### src/rtl/blink_scan_demux_pkg.sv
// rtl/blink_scan_demux_pkg.sv - scan FSM state and mode encodings for blink_scan_demux
package blink_scan_pkg;

    typedef enum logic [1:0] {
        IDLE = 2'd0,
        FWD  = 2'd1,
        REV  = 2'd2
    } scan_state_t;

    localparam logic MODE_WRAP   = 1'b0;
    localparam logic MODE_BOUNCE = 1'b1;

endpackage

### src/rtl/blink_scan_demux_if.sv
// rtl/blink_scan_demux_if.sv - blink input, scan controls and LED bank outputs
interface blink_scan_demux_if #(
    parameter int NUM_LEDS = 8
);
    localparam int POS_W = $clog2(NUM_LEDS);

    logic                blink_in;
    logic                en;
    logic                mode;
    logic [NUM_LEDS-1:0] leds;
    logic [POS_W-1:0]    pos;
    logic                step_pulse;

    modport master (
        output blink_in, en, mode,
        input  leds, pos, step_pulse
    );

    modport slave (
        input  blink_in, en, mode,
        output leds, pos, step_pulse
    );
endinterface

### src/rtl/blink_scan_demux_edge_sync_rise.sv
// rtl/blink_scan_demux_edge_sync_rise.sv - 3-flop synchronizer with rising-edge strobe
module edge_sync_rise (
    input  logic clk,
    input  logic rst_n,
    input  logic d,
    output logic rise
);
    logic s0, s1, s2;

    always_ff @(posedge clk or negedge rst_n) begin
        if (!rst_n) begin
            s0 <= 1'b0;
            s1 <= 1'b0;
            s2 <= 1'b0;
        end else begin
            s0 <= d;
            s1 <= s0;
            s2 <= s1;
        end
    end

    assign rise = s1 & ~s2;
endmodule

### src/rtl/blink_scan_demux.sv
// rtl/blink_scan_demux.sv - steps a lit LED across the bank on each blink rising edge
// Optional dim trail on the previous position: define BLINK_SCAN_DEMUX_TRAIL_EN.
module blink_scan_demux
    import blink_scan_pkg::*;
#(
    parameter  int NUM_LEDS = 8,
    localparam int POS_W    = $clog2(NUM_LEDS)
) (
    input logic               clk,
    input logic               rst_n,
    blink_scan_demux_if.slave bus
);
    if (NUM_LEDS < 2 || NUM_LEDS > 32) begin : g_bad_num_leds
        $error("blink_scan_demux: NUM_LEDS must be within 2..32");
    end

    localparam logic [POS_W-1:0] LAST = POS_W'(NUM_LEDS - 1);

    scan_state_t         state, state_n;
    logic [POS_W-1:0]    pos_q, pos_n;
    logic [NUM_LEDS-1:0] leds_q, leds_n;
    logic                step_q, step_n;
    logic                rise;

    edge_sync_rise u_sync (
        .clk   (clk),
        .rst_n (rst_n),
        .d     (bus.blink_in),
        .rise  (rise)
    );

`ifdef BLINK_SCAN_DEMUX_TRAIL_EN
    logic [1:0]       tcnt;
    logic [POS_W-1:0] prev_pos, prev_pos_n;

    assign prev_pos_n = step_n ? pos_q : prev_pos;

    always_ff @(posedge clk or negedge rst_n) begin
        if (!rst_n) begin
            tcnt     <= 2'd0;
            prev_pos <= '0;
        end else begin
            tcnt     <= tcnt + 2'd1;
            prev_pos <= prev_pos_n;
        end
    end
`endif

    // Dropping en wins over a coincident rise; that rise is simply lost.
    always_comb begin
        state_n = state;
        pos_n   = pos_q;
        step_n  = 1'b0;
        if (!bus.en) begin
            state_n = IDLE;
        end else begin
            case (state)
                IDLE: state_n = FWD;
                FWD: if (rise) begin
                    step_n = 1'b1;
                    if (pos_q != LAST) begin
                        pos_n = pos_q + 1'b1;
                    end else if (bus.mode == MODE_WRAP) begin
                        pos_n = '0;
                    end else begin
                        pos_n   = LAST - 1'b1;
                        state_n = REV;
                    end
                end
                REV: if (rise) begin
                    step_n = 1'b1;
                    if (bus.mode == MODE_WRAP) begin
                        pos_n   = (pos_q == LAST) ? '0 : pos_q + 1'b1;
                        state_n = FWD;
                    end else if (pos_q != '0) begin
                        pos_n = pos_q - 1'b1;
                    end else begin
                        pos_n   = POS_W'(1);
                        state_n = FWD;
                    end
                end
                default: state_n = IDLE;
            endcase
        end
    end

    always_comb begin
        leds_n = '0;
        if (state_n != IDLE) begin
            leds_n[pos_n] = 1'b1;
`ifdef BLINK_SCAN_DEMUX_TRAIL_EN
            if (tcnt == 2'd0 && prev_pos_n != pos_n) begin
                leds_n[prev_pos_n] = 1'b1;
            end
`endif
        end
    end

    always_ff @(posedge clk or negedge rst_n) begin
        if (!rst_n) begin
            state  <= IDLE;
            pos_q  <= '0;
            leds_q <= '0;
            step_q <= 1'b0;
        end else begin
            state  <= state_n;
            pos_q  <= pos_n;
            leds_q <= leds_n;
            step_q <= step_n;
        end
    end

    assign bus.leds       = leds_q;
    assign bus.pos        = pos_q;
    assign bus.step_pulse = step_q;
endmodule
### src/flat_wrapper.sv
// flat-port wrapper written by rule: the top's interface ports become plain ports
module blink_scan_demux_flat import blink_scan_pkg::*;
#(
    parameter  int NUM_LEDS = 8,
    localparam int POS_W    = $clog2(NUM_LEDS)
)
  (clk, rst_n, bus_blink_in, bus_en, bus_mode, bus_leds, bus_pos, bus_step_pulse);
  blink_scan_demux_if #(.NUM_LEDS(NUM_LEDS)) bus_i ();
  input logic clk;
  input logic rst_n;
  input wire logic [$bits(bus_i.blink_in)-1:0] bus_blink_in;
  input wire logic [$bits(bus_i.en)-1:0] bus_en;
  input wire logic [$bits(bus_i.mode)-1:0] bus_mode;
  output wire logic [$bits(bus_i.leds)-1:0] bus_leds;
  output wire logic [$bits(bus_i.pos)-1:0] bus_pos;
  output wire logic [$bits(bus_i.step_pulse)-1:0] bus_step_pulse;
  assign bus_i.blink_in = bus_blink_in;
  assign bus_i.en = bus_en;
  assign bus_i.mode = bus_mode;
  assign bus_leds = bus_i.leds;
  assign bus_pos = bus_i.pos;
  assign bus_step_pulse = bus_i.step_pulse;
  blink_scan_demux #(.NUM_LEDS(NUM_LEDS)) u_core (.clk(clk), .rst_n(rst_n), .bus(bus_i));
endmodule
### config.mk
export PLATFORM = sky130hd
export DESIGN_NAME = blink_scan_demux_flat
export DESIGN_NICKNAME = d
export VERILOG_FILES = /design/src/rtl/blink_scan_demux_pkg.sv /design/src/rtl/blink_scan_demux_if.sv /design/src/rtl/blink_scan_demux_edge_sync_rise.sv /design/src/rtl/blink_scan_demux.sv /design/src/flat_wrapper.sv
export SDC_FILE = /design/constraint.sdc
export NUM_CORES = 1
export LEC_CHECK = 0
export ABC_AREA = 1
export BUFFER_PORTS_ARGS = -buffer_cell sky130_fd_sc_hd__buf_4
export CORE_ASPECT_RATIO = 1.1
export CORE_UTILIZATION = 48
export CTS_CLUSTER_DIAMETER = 30
export DETAILED_ROUTE_END_ITERATION = 8
export HOLD_SLACK_MARGIN = 0.15
export PLACE_DENSITY = 0.74
export SYNTH_ARGS = -nofsm -noshare
export SYNTH_HDL_FRONTEND = slang
export SYNTH_SLANG_ARGS = --single-unit
export TNS_END_PERCENT = 100
### constraint.sdc
create_clock -name clk -period 1.7 [get_ports clk]
set_clock_uncertainty 0.1 [all_clocks]
set_input_delay 0.51 -clock clk [delete_from_list [all_inputs] [get_ports clk]]
set_output_delay 0.51 -clock clk [all_outputs]
set_load 0.01 [all_outputs]
# [Yosys cells after proc, flatten, opt, wreduce, memory -nomap -nowiden]
# Index checks and enable logic that the tools add are counted.
[totals] elab_cells=45 latch_bits=0 mem_bits_rw=0 memories=0 ff_bits=17 mem_bits_ro=0 input_bits=5 output_inout_bits=12
[classes] add_sub_neg=2 n_mux=23 n_div=0 n_reduce_logical=5 eq_ne=4 n_shift=0 n_bitwise=2 order_cmp=2 multipliers=0
[op_table] cell="3-bit 2-to-1 mux" n=8
[op_table] cell="2-bit 2-to-1 mux" n=7
[op_table] cell="8-bit 2-to-1 mux" n=1
[op_table] cell="2-bit case mux with 3 select lines" n=1
[op_table] cell="3-bit case mux with 2 select lines" n=1
[op_table] cell="3-bit by 4-bit less-than comparator with 1-bit output (second input constant)" n=1
[op_table] cell="1-bit 2-to-1 mux" n=4
[op_table] cell="3-bit by 1-bit adder with 3-bit output (second input constant)" n=1
[op_table] cell="1-bit demux with 3-bit select" n=1
[op_table] cell="3-bit equality test (second input constant)" n=1
[op_table] cell="3-bit by 1-bit >= comparator with 1-bit output (second input constant)" n=1
[op_table] cell="3-bit inequality test (second input constant)" n=1
[op_table] cell="3-bit nonzero test" n=1
[op_table] cell="3-bit by 1-bit subtractor with 3-bit output (second input constant)" n=1
[op_table] cell="2-bit by 1-bit equality test with 1-bit output (second input constant)" n=1
[op_table] cell="2-bit equality test (second input constant)" n=1
[op_table] cell="2-bit zero test" n=1
[op_table] cell="2-bit nonzero test" n=1
[op_table] cell="2-bit OR reduction" n=1
[op_table] cell="1-bit bitwise AND" n=1
[op_table] cell="1-bit logical AND" n=1
[op_table] cell="1-bit inverter" n=1

# [Longest topological paths before layout]
[depth] word_depth=11 mapped_depth=13 depth_no_buf=13

# [Modules after synthesis]
# Synthesis repeated with hierarchy kept, for this count alone.
[hier_totals] cells_unflattened=113 area_unflattened_um2=1009.7
[modules_own_cells] mod="blink_scan_demux" area_each_um2=924.6 n_inst=1 cells_per_inst=108
[modules_own_cells] mod="edge_sync_rise" area_each_um2=85.1 n_inst=1 cells_per_inst=5

# [Least setup slack after synthesis]
# No wires, ideal clock.
[synth_timing] path_type="register to register" startpoint="register u_core.pos_q[0] (netlist: u_core.bus.pos[0])" endpoint="register u_core.leds_q[0] (netlist: u_core.bus.leds[0])" setup_time_ns=0.072 path_buffers=0 synth_period_minus_slack_ns=1.670 required_time_ns=1.528 path_stages_with_launch=12 setup_slack_ns=0.030 arrival_time_ns=1.498 cell_sequence="dfrtp_1 > ha_1 > ha_1 > inv_1 > nand2_1 > nand3_1 > nand2_1 > nand2_1 > nand2_2 > inv_1 > nand3_1 > nor2_1"
[synth_between] elab_chain_len=11
[synth_lines] item="start, declared" line_no="blink_scan_demux.sv:20" source="logic [POS_W-1:0] pos_q, pos_n;"
[synth_lines] item="start signal, assigned" line_no="blink_scan_demux.sv:107" source="pos_q <= pos_n;"
[synth_lines] item="3-bit by 1-bit adder with 3-bit output (tied with other cells)" line_no="blink_scan_demux.sv:62, blink_scan_demux.sv:73"
[synth_lines] item="3-bit 2-to-1 mux, on equally long branches" line_no="blink_scan_demux.sv:73, blink_scan_demux.sv:75"
[synth_lines] item="3-bit 2-to-1 mux" line_no="blink_scan_demux.sv:72" source="if (bus.mode == MODE_WRAP) begin"
[synth_lines] item="3-bit 2-to-1 mux" line_no="blink_scan_demux.sv:70" source="REV: if (rise) begin"
[synth_lines] item="3-bit case mux with 2 select lines *" line_no="blink_scan_demux.sv:57" source="case (state)"
[synth_lines] item="3-bit 2-to-1 mux *" line_no="blink_scan_demux.sv:54" source="if (!bus.en) begin"
[synth_lines] item="via u_core.pos_n[2]" line_no="blink_scan_demux.sv:20"
[synth_lines] item="3-bit by 4-bit less-than comparator with 1-bit output (implied by the code) / 3-bit by 1-bit >= comparator with 1-bit output (equally long branches)" line_no="blink_scan_demux.sv:90" source="leds_n[pos_n] = 1'b1;"
[synth_lines] item="1-bit logical AND (implied by the code)" line_no="blink_scan_demux.sv:90"
[synth_lines] item="1-bit 2-to-1 mux (implied by the code)" line_no="blink_scan_demux.sv:90"
[synth_lines] item="1-bit demux with 3-bit select *"
[synth_lines] item="8-bit 2-to-1 mux *" line_no="blink_scan_demux.sv:89" source="if (state_n != IDLE) begin"
[synth_lines] item="via u_core.leds_n[0]" line_no="blink_scan_demux.sv:21" source="logic [NUM_LEDS-1:0] leds_q, leds_n;"
[synth_lines] item="end signal, assigned" line_no="blink_scan_demux.sv:108" source="leds_q <= leds_n;"
[synth_lines] item="end, declared" line_no="blink_scan_demux.sv:21"
# Mark *: on every way through the listed nets, which the timed path passes. The rest lies on a longest branch.

# [Final worst setup path]
[layout_timing] startpoint="register u_core.state[1]" endpoint="register u_core.leds_q[4] (netlist: u_core.bus.leds[4])"
[layout_between] elab_chain_len=8
[layout_lines] item="start, declared" line_no="blink_scan_demux.sv:19" source="scan_state_t state, state_n;"
[layout_lines] item="start signal, assigned" line_no="blink_scan_demux.sv:106" source="state <= state_n;"
[layout_lines] item="2-bit equality test / 2-bit by 1-bit equality test with 1-bit output (equally long branches)" line_no="blink_scan_demux.sv:57"
[layout_lines] item="3-bit case mux with 2 select lines *" line_no="blink_scan_demux.sv:57"
[layout_lines] item="3-bit 2-to-1 mux *" line_no="blink_scan_demux.sv:54"
[layout_lines] item="via u_core.pos_n[0]" line_no="blink_scan_demux.sv:20"
[layout_lines] item="3-bit by 4-bit less-than comparator with 1-bit output (implied by the code) / 3-bit by 1-bit >= comparator with 1-bit output (equally long branches)" line_no="blink_scan_demux.sv:90"
[layout_lines] item="1-bit logical AND (implied by the code)" line_no="blink_scan_demux.sv:90"
[layout_lines] item="1-bit 2-to-1 mux (implied by the code)" line_no="blink_scan_demux.sv:90"
[layout_lines] item="1-bit demux with 3-bit select *"
[layout_lines] item="8-bit 2-to-1 mux *" line_no="blink_scan_demux.sv:89"
[layout_lines] item="via u_core.leds_n[4]" line_no="blink_scan_demux.sv:21"
# Marked as above.

==> results <==
- The flow ran to the end, but the final reports show violations.
- The final reports fail on setup timing.
- In the final routed layout, each cell accounts on average for 13.19 microns.
- The number of search-and-repair iterations in the first detailed-routing pass is 3.
- The final critical path takes up 101.0% of the cycle.
- The number of library cell types mapped by synthesis is 17.
- The minimum clock period is 1.717 ns.
- Setup repair after global routing could not meet its margin everywhere.
- The floorplan step defined a die boundary enclosing 2158 sq um.
- The final instance count without filler cells is 171.
- The library cell used most frequently in the layout, excluding fill and tap cells, is sky130_fd_sc_hd__buf_4.
- The met1 demand-to-capacity share in global routing is 26.49%.
- Row generation in the floorplan step produced 16 rows.
- 17 I/O pins were placed.
- The initial utilization of the core area, before any placement, comes to 52.06%.
- 0 antenna diodes ended up in the layout.
- At the end of the flow the core is filled with cells to 77.88%.
- The sequential-to-total area share from yosys stat is 44.85%.
- The total track usage is 22.32%.
- The required time of the worst setup path is 1.78 ns.
- The maximum buffer depth of the clock tree is 2.
- The worst IR drop on VDD is 0.6203 mV.
- In the post-route analysis, the smallest setup slack over all paths is -0.01690 ns.
- Counting every instance in the synthesized netlist gives 114.
- For the worst flop-to-flop path, the logic depth is 11.
- The leftover overflow at the end of global routing is 0.
- Clock latency on the worst-skew pair, taken at its later pin, is 0.28 ns.
- The initial DRC count is 7.
- Global routing consumed, on the met2 layer, 40.93% of the routing resources.
- The smallest hold slack is 0.2329 ns.
- The biggest fanout along the worst timing path is 5.
- In the global route stage, met3 resource usage came out at 1.866%.
- The floorplan step set the die width to 44.38 microns.
- The final layout contains 160 nets.
- Synthesis produced a netlist with a net count of 129.
- During placement, the flow inserted port buffers numbering 16.
- STA classifies the critical path endpoint as a flop.
- The number of remaining DRC errors is 0.
- In the final timing run, aggregate negative setup slack is -0.04753 ns.
- The wire length of the first global-routing pass is 3574 microns.
- The floorplan step set the die height to 48.62 microns.
- The path class of the lowest-slack min-delay path is in -> reg.
- The arrival time reported for the critical path endpoint is 1.80 ns.
- Clock tree synthesis inserted a total of 3 buffers.
- After synthesis the netlist holds a flip-flop and latch count of 17.
- The tree is rooted in a sky130_fd_sc_hd__clkbuf_4.
- Traced cell by cell, the critical path runs through inv_2 -> ha_4 -> nand2_2 -> inv_2 -> nand2_4 -> nand2_2 -> nand2_2 -> nor2_4 -> inv_2 -> nand2_4 -> nor2_1.
- The final weighted congestion of routability-driven global placement is 0.8009.
- The number of global-route vias before repair was 817.
- The worst register-to-register path begins at u_core.state[1]$_DFF_PN0_.
- The number of placed instances, taps included, is 159.
- Cells with a size suffix above 1 make up 59.72% of the layout.
- The layer with the highest usage after global routing is met2.
- Headroom to the max-slew limit came out at 84.45%.
- The highest cell delay on the worst timing path is 0.40 ns.
- Counting both buffers and inverters, the worst setup path holds a total of 3.
- Relative to the synthesized area, the layout overhead comes to 49.60%.
- Based on the critical path, the design can be clocked at up to 582.4 MHz.
- The critical path runs through a total of 11 cells.
- The max-capacitance violation count is 0.
- The worst setup timing slack at the placement stage is -0.1141 ns.
- Clock tree synthesis found a total of 17 sinks.
- The post-synthesis cell area is 948.4 sq um.
- In the layout the commonest cells are sky130_fd_sc_hd__buf_4, sky130_fd_sc_hd__nand2_1, sky130_fd_sc_hd__dfrtp_1.
- After synthesis, the mean cell area works out to 8.319 sq um.
- The slowest cell on the critical path is sky130_fd_sc_hd__dfrtp_1.
- The total count of max-transition violations in the final report is 0.
- The H-tree depth is 1.
- The power density over the cells is 651.8 nW/um^2.
- The worst setup slack for register-to-register paths is -0.02 ns.
- TritonCTS built the clock tree.
- The number of antenna violations at the first check in global routing is 0.
- In this design, the largest share of critical-path delay is due to simple AND/OR/NAND/NOR gates.
- The via count is 815.
- Summed over all layers, the routed wires come to 2256 microns.
- The post-route antenna net violation count is 0.
- Clock-pin slew was measured on the worst setup and hold paths at 0.09 ns.
- The hold violation total from the final report was 0.
- For the pin with the worst max-slew slack, the measured transition is 0.2333 ns.
- The total leakage power is 0.7463 nW.
- The worst setup path is launched from a flop.
- Yosys printed 0 warnings.
- The worst register-to-register path ends at u_core.bus.leds[4]$_DFF_PN0_.
- The critical path ends at u_core.bus.leds[4]$_DFF_PN0_.
- The launch point of the critical path is u_core.state[1]$_DFF_PN0_.
- The HPWL after detailed placement is 1435 microns.
- The via density per instance is 4.766.
- The placeable core area is 1822 sq um.
- Setup violations remaining at the end of the flow were counted as 4.
- Entering global routing, the biggest net connects 18 pins.
- The kind of critical path is reg -> reg.
-- logic make-up (layout without fill, tap and decap cells) --
logic type | after synthesis | in the layout | share of synthesized area (%)
and+or+nand+nor | 60 | 60 | 30.08
AOI/OAI and AO/OA | 4 | 4 | 2.770
DFF | 17 | 17 | 44.86
adders and majority gates | 10 | 10 | 13.19
buffers and inverters | 23 | 53 | 9.103
-- layout make-up --
type	count	area, sq um
Fill cell	116	402.9
Sequential cell	17	429.2
Inverter	23	88.84
Clock buffer	3	22.52
Tap cell	27	33.78
Multi-Input combinational cell	74	641.9
Timing Repair Buffer	26	197.7
Clock inverter	1	5.005
-- through the flow --
step | cell area (sq um) | power [mW]
floorplan | 948.4 | 0.5513
global route | 1419 | 0.9711
finish | 1419 | 0.9248
detailed placement | 1117 | 0.6247
global placement | 1117 | 0.6171
CTS | 1304 | 0.9001
-- how the worst min path moves through the flow --
stage                                     startpoint                            to  cells past startpoint
after floorplan                                rst_n  u_core.bus.leds[0]$_DFF_PN0_                      0
after global placement    u_core.u_sync.s0$_DFF_PN0_    u_core.u_sync.s1$_DFF_PN0_                      0
after detailed placement  u_core.u_sync.s0$_DFF_PN0_    u_core.u_sync.s1$_DFF_PN0_                      0
after CTS                               bus_blink_in    u_core.u_sync.s0$_DFF_PN0_                      1
after global routing                    bus_blink_in    u_core.u_sync.s0$_DFF_PN0_                      1
final                                   bus_blink_in    u_core.u_sync.s0$_DFF_PN0_                      1
-- layer usage --
layer	vias to the layer above	part of all wire [%]
met5	-	0
met4	0	0.84
met3	4	2.3
met2	11	56
met1	397	41
li1	403	-
-- state kept, by name (all words and copies together) (netlist names) --
register / cells
u_core.state: 2
u_core.u_sync.s2: 1
u_core.bus.leds: 8
u_core.u_sync.s0: 1
u_core.u_sync.s1: 1
u_core.bus.step_pulse: 1
u_core.bus.pos: 3
-- where the power goes --
group | total [mW] | switching [mW] | leakage (nW) | internal [mW]
Combinational | 0.283 | 0.161 | 0.507 | 0.123
Clock | 0.202 | 0.114 | 0.0177 | 0.0872
Sequential | 0.440 | 0.0158 | 0.221 | 0.424
Total | 0.925 | 0.291 | 0.746 | 0.634
-- synthesized netlist by cell type --
library cell / count / area (sq um)
sky130_fd_sc_hd__inv_2: 1 / 3.750
sky130_fd_sc_hd__nand2_1: 28 / 105.1
sky130_fd_sc_hd__o211ai_1: 1 / 7.510
sky130_fd_sc_hd__ha_1: 10 / 125.1
sky130_fd_sc_hd__dfrtp_1: 17 / 425.4
sky130_fd_sc_hd__inv_1: 22 / 82.58
sky130_fd_sc_hd__o21ai_0: 1 / 5.000
sky130_fd_sc_hd__nand2_4: 1 / 11.26
sky130_fd_sc_hd__a21oi_2: 1 / 8.760
sky130_fd_sc_hd__nor3_2: 1 / 10.01
sky130_fd_sc_hd__nor2_4: 1 / 11.26
sky130_fd_sc_hd__a21oi_1: 1 / 5.000
sky130_fd_sc_hd__nand2_2: 8 / 50.05
sky130_fd_sc_hd__nand3_1: 8 / 40.04
sky130_fd_sc_hd__nor2_2: 1 / 6.260
sky130_fd_sc_hd__nand3_2: 1 / 10.01
sky130_fd_sc_hd__nor2_1: 11 / 41.29
-- timing repair --
action                     4_1_cts  5_1_grt
gates resized for setup         34       26
pin swaps                       19       13
setup buffers                    3        4
cloned                           0        0
hold buffers                     1        0
setup endpoints to repair        8       10
hold endpoints to repair        17        0
Note: power is estimated with default switching activity, not from simulation.
